===== config.mk =====
export PLATFORM = sky130hd
export DESIGN_NAME = arbitro_escrita_registradores
export DESIGN_NICKNAME = d
export VERILOG_FILES = /design/src/rtl/arbitro_escrita_registradores.sv
export SDC_FILE = /design/constraint.sdc
export NUM_CORES = 1
export LEC_CHECK = 0
export BUFFER_PORTS_ARGS = -buffer_cell sky130_fd_sc_hd__buf_2
export CORE_MARGIN = 3
export CORE_UTILIZATION = 54
export CTS_CLUSTER_DIAMETER = 100
export DETAILED_ROUTE_END_ITERATION = 10
export PLACE_DENSITY = 0.85
export SETUP_SLACK_MARGIN = 0.1
export SYNTH_ARGS = -nofsm -noshare
export SYNTH_HDL_FRONTEND = slang
export SYNTH_SLANG_ARGS = --single-unit

===== constraint.sdc =====
create_clock -name clk -period 4.31 [get_ports clk]
set_input_delay 0.6465 -clock clk [delete_from_list [all_inputs] [get_ports clk]]
set_output_delay 0.6465 -clock clk [all_outputs]
set_load 0.1 [all_outputs]

===== src/rtl/arbitro_escrita_registradores.sv =====
// rtl/arbitro_escrita_registradores.sv - round-robin register-file write arbiter with per-register busy scoreboard
// Optional conflict counter enabled by defining ARBITRO_CONTADOR_CONFLITOS_EN.
module arbitro_escrita_registradores #(
  parameter int LARGURA_DADO = 32,
  parameter int LARGURA_END  = 5
) (
  input  logic                    clk,
  input  logic                    reset,
  input  logic                    valido_a,
  input  logic [LARGURA_END-1:0]  endereco_a,
  input  logic [LARGURA_DADO-1:0] dado_a,
  output logic                    pronto_a,
  input  logic                    valido_b,
  input  logic [LARGURA_END-1:0]  endereco_b,
  input  logic [LARGURA_DADO-1:0] dado_b,
  output logic                    pronto_b,
  input  logic                    reserva_valida,
  input  logic [LARGURA_END-1:0]  reserva_endereco,
  input  logic [LARGURA_END-1:0]  endereco_fonte1,
  input  logic [LARGURA_END-1:0]  endereco_fonte2,
  output logic                    ocupado_fonte1,
  output logic                    ocupado_fonte2,
  output logic                    habilita_escrita,
  output logic [LARGURA_END-1:0]  endereco_destino,
  output logic [LARGURA_DADO-1:0] dado_escrita
`ifdef ARBITRO_CONTADOR_CONFLITOS_EN
  ,
  output logic [15:0]             contador_conflitos
`endif
);

  localparam int NREG = 2 ** LARGURA_END;

  // ultimo_b_q = 1 means B was granted most recently, so A wins the next conflict
  logic                    ultimo_b_q;
  logic                    habilita_q;
  logic [LARGURA_END-1:0]  destino_q;
  logic [LARGURA_DADO-1:0] dado_q;
  logic [NREG-1:0]         ocupado_q;
  logic [NREG-1:0]         ocupado_d;

  assign pronto_a = valido_a && (!valido_b || ultimo_b_q);
  assign pronto_b = valido_b && (!valido_a || !ultimo_b_q);

  assign habilita_escrita = habilita_q;
  assign endereco_destino = destino_q;
  assign dado_escrita     = dado_q;
  assign ocupado_fonte1   = ocupado_q[endereco_fonte1];
  assign ocupado_fonte2   = ocupado_q[endereco_fonte2];

  // Clear is applied before set so a same-edge reservation keeps the register busy
  always_comb begin
    ocupado_d = ocupado_q;
    if (habilita_q) begin
      ocupado_d[destino_q] = 1'b0;
    end
    if (reserva_valida && (reserva_endereco != '0)) begin
      ocupado_d[reserva_endereco] = 1'b1;
    end
    ocupado_d[0] = 1'b0;
  end

  always_ff @(posedge clk or negedge reset) begin
    if (!reset) begin
      ultimo_b_q <= 1'b1;
      habilita_q <= 1'b0;
      destino_q  <= '0;
      dado_q     <= '0;
      ocupado_q  <= '0;
    end else begin
      ocupado_q <= ocupado_d;
      if (pronto_a) begin
        ultimo_b_q <= 1'b0;
        habilita_q <= (endereco_a != '0);
        destino_q  <= endereco_a;
        dado_q     <= dado_a;
      end else if (pronto_b) begin
        ultimo_b_q <= 1'b1;
        habilita_q <= (endereco_b != '0);
        destino_q  <= endereco_b;
        dado_q     <= dado_b;
      end else begin
        habilita_q <= 1'b0;
      end
    end
  end

`ifdef ARBITRO_CONTADOR_CONFLITOS_EN
  logic [15:0] conflitos_q;

  assign contador_conflitos = conflitos_q;

  always_ff @(posedge clk or negedge reset) begin
    if (!reset) begin
      conflitos_q <= '0;
    end else if (valido_a && valido_b && (conflitos_q != 16'hFFFF)) begin
      conflitos_q <= conflitos_q + 16'd1;
    end
  end
`endif

endmodule

# Word-level counts from Yosys, hierarchy flattened
# Index checks and enable logic that the tools add are counted.
# word_totals
register_bits	70
out_inout_bits	42
inputBits	94
word_cells	46
# classes
bitwise	3
mux	18
reduce_logical	14
n_lt_le_gt_ge	6
# op_table
cell	count
$mux 32	4
$and 32x32->32	1
$not 32->32	1
$or 32x32->32	1
$lt 5x6->1 const B	4
$reduce_bool 5->1	3
$bmux 1 s5	2
$demux 1 s5	2
$ge 5x1->1 const B	2
$mux 5	2
$mux 1	8
$logic_and 1x1->1	5
$logic_not 1->1	3
$logic_or 1x1->1	2
$reduce_bool 2->1	1

# Depth between registers and ports, before layout
# depth
depth_word	9
ltp_mapped	7
depth_no_buf	4

# Worst setup path before layout
# OpenSTA, ideal clock, no wires.
# synth_timing
kind	input port to output port
startpoint	in endereco_fonte1[0]
endpoint	out ocupado_fonte1
slack_ns	1.205
arrival_ns	2.458
stages	5
required_ns	3.664
n_path_buf	1
path_cell_list	buf_2 -> mux4_2 -> nand2b_1 -> o211ai_1 -> nand4_1
# synth_via
elab_chain_len	2
# synth_lines
item	line_no	rtl
start: declaration	19	input logic [LARGURA_END-1:0] endereco_fonte1,
$bmux 1 s5	48	assign ocupado_fonte1 = ocupado_q[endereco_fonte1];
$mux 1 (not written as such)	48	
end: declaration	21	output logic ocupado_fonte1,
# Every way passes these cells. The select of a mux whose other input is x is not followed.

# Worst setup path after layout
# layout_timing
startpoint	reg ultimo_b_q
endpoint	out pronto_b
# layout_via
elab_chain_len	3
# layout_lines
item	line_no	rtl
start: declaration	35	logic ultimo_b_q;
start signal: assignment	65	ultimo_b_q <= 1'b1;
start signal: assignment	73	ultimo_b_q <= 1'b0;
start signal: assignment	78	ultimo_b_q <= 1'b1;
$logic_not 1->1	43	assign pronto_b = valido_b && (!valido_a || !ultimo_b_q);
$logic_or 1x1->1	43	
$logic_and 1x1->1	43	
end: declaration	16	output logic pronto_b,
# Every way passes these cells.

==> impl_metrics.tcl <==
set metrics [dict create \
    first_global_vias 3980 \
    regArea_mm2 0.00175 \
    ant_nets 0 \
    yosys_warnings 0 \
    num_antenna_cells 0 \
    fp-row-count 30 \
    hold_viol 0 \
    netlist_area_mm2 0.00391 \
    core_mm2 0.00691 \
    setup-violations-final 0 \
    outcome "finished, final reports clean" \
    slew_violations 0 \
    multiInputGateArea_mm2 0.00188 \
    post_cts_resized 0 \
    netlist_top_cells_area "dfrtp_1, o21ai_0, mux2i_1" \
    leakage_uw 0.00218 \
    finalClockSkew_ns 0.00917 \
    cts_tree "built" \
    ir_drop_uv 270 \
    critPathSlowestCell "dfstp_2" \
    grt_use_total_pct 28.1 \
    regToRegStartpoint "ultimo_b_q" \
    max-slew-margin-rel_pct 32.0 \
    firstDrtPassIters 5 \
    hold_buffers 0 \
    critPathCaptureType "output pin" \
    fillCellCount 583 \
    ys_async_sr_fraction_pct 100 \
    cap_violations 0 \
    max_freq_mhz 358 \
    fin_setup_tns_ns 0 \
    start_kind "register" \
    finalCritPeriodShare_pct 64.8 \
    postCtsSetupBuffers 0 \
    wirelength_mm 11.4 \
    vias 4032 \
    grt_pass1_wl_mm 18.8 \
    worstMarginPinSlew_ns 1.02 \
    ys_seq_area_share_pct 44.8 \
    critPathMaxFanout 34 \
    synthCells 443 \
    syn_avg_cell_area_um2 8.83 \
    cp_top_family "flip-flops" \
    io_pins 136 \
    grt_max_degree 77 \
    synth-seq-cells 70 \
    die_w_um 91.1 \
    crit_required_ns 3.66 \
    synth_top_cell_area_share_pct 44.1 \
    worstHoldPathType "in -> async" \
    cts_root_buf "clkbuf_8" \
    htreeDepth 3 \
    die_y_um 91.1 \
    cpMostUsedCell "nand2_1" \
    drc 0 \
    crit_arrival_ns 2.14 \
    antenna_found_initial 0 \
    clk_pin_slew_ns 0.07 \
    slowest_delay_ns 0.96 \
    crit_start "ultimo_b_q" \
    synth_largest_area_cell "dfrtp_1" \
    path_cells "nand2_1 -> nand2_1 -> inv_1 -> buf_2" \
    syn_nets 537 \
    cts_buffers 9 \
    worstSetupPathDepth 4 \
    power_per_cell_area_mw_per_mm2 524 \
    gp_congestion 0.928 \
    avgRoutedWirePerCell_um 17.3 \
    drt-initial-drc-count 397 \
    worst-path-buf-inv 2 \
    syn_to_final_growth_pct 21.6 \
    rsz0062_at_grt "no" \
    dp_hpwl_mm 8.32 \
    finalCriticalPeriod_ns 2.79 \
    start_util_pct 56.6 \
    dieArea_mm2 0.00830 \
    synth_edf_count 0 \
    overflow 0 \
    r2r_cells 5 \
    stdcell_area_mm2 0.00475 \
    ys.flop_type "dfrtp_1" \
    portBuffers 135 \
    place_area_mm2 0.00459 \
    critPathKind "reg -> out" \
    clkSinkCount 70 \
    nets 655 \
    clk_latency_ns 0.34 \
    drive_gt1_share_pct 29.2 \
    ys_types 30 \
    vias_per_cell 6.09 \
    cts_buffer_depth 2 \
]
-- power by group --
part	internal (uW)	switching [uW]	leakage, uW
Clock	227	226	0.0000790
Sequential	851	196	0.000785
Combinational	290	701	0.00132
Total	1370	1120	0.00218
-- worst paths after layout --
check / to / slack [ns]
setup reg to reg: dado_escrita[2] / 2.04
hold reg to reg: ocupado_q[22] / 0.56
hold / removal: dado_escrita[0] / 0.47
setup / recovery: pronto_b / 1.52
min in group clk: dado_escrita[5] / 0.54
max in group asynchronous: ocupado_q[24] / 2.92
-- cell type report --
type / count / share of cell area [%]
flip-flops and latches: 70 / 36.9
inverters: 36 / 2.84
multi-input cells: 305 / 39.6
well taps: 96 / 2.53
repair buffers: 139 / 14.8
clock buffers: 16 / 3.37
-- flip-flops by register name, summed over array words and instances (netlist names) --
register and cells:
endereco_destino 5, ultimo_b_q 1, dado_escrita 32, ocupado_q 31, habilita_escrita 1
-- placed cells by master, fill, tap and decap left out, types with 4 or more instances in the layout --
master / netlist / routed
clkbuf_8: 0 / 10
o221a_2: 5 / 5
a22oi_1: 4 / 4
inv_1: 36 / 36
nand2_1: 13 / 13
or3b_2: 4 / 4
clkbuf_1: 14 / 6
buf_2: 15 / 135
a31oi_1: 31 / 31
o21ai_0: 63 / 63
mux2i_1: 23 / 23
mux4_2: 6 / 6
nand2b_1: 4 / 4
o22ai_1: 32 / 32
dfrtp_1: 69 / 69
nor2b_1: 4 / 4
buf_4: 1 / 4
nand3b_1: 10 / 10
nor2_1: 43 / 43
nand3_1: 12 / 12
a21oi_1: 37 / 37
-- layer usage --
layer / global-route usage [%] / part of all wire (%) / up-vias
met5: 0 / 0 / -
met4: 16.3 / 3.3 / 0
met3: 4.97 / 9.2 / 37
met2: 44.4 / 48 / 241
met1: 36.4 / 39 / 1896
li1: - / - / 1858
-- cells by family after synthesis --
family	count (synthesis)	synth area share (%)
compound gates	180	26.7
flops	70	44.8
buf+inv	68	7.10
simple gates	96	12.0
mux	29	9.34
-- cells in the mapped netlist, types with 5 or more instances --
cell type and instances:
a21oi_1 37, a31oi_1 31, buf_2 15, clkbuf_1 14, dfrtp_1 69, inv_1 36, mux2i_1 23, mux4_2 6
nand2_1 13, nand3_1 12, nand3b_1 10, nor2_1 43, o21ai_0 63, o221a_2 5, o22ai_1 32
-- per-stage QoR --
stage               worst slack [ns]  util [%]  total power [uW]  instances  hold WS, ns
finish                          1.52      68.8              2490        662        0.473
global route                    1.42      68.8              2630        662        0.543
CTS                             1.54      68.8              2480        662        0.502
detailed placement              1.63      66.5              2030        646        0.539
global placement                1.69      66.5              1990        646        0.513
floorplan                       1.21         -              1760        443        0.351
No activity file was read; power rests on OpenSTA's default activity.
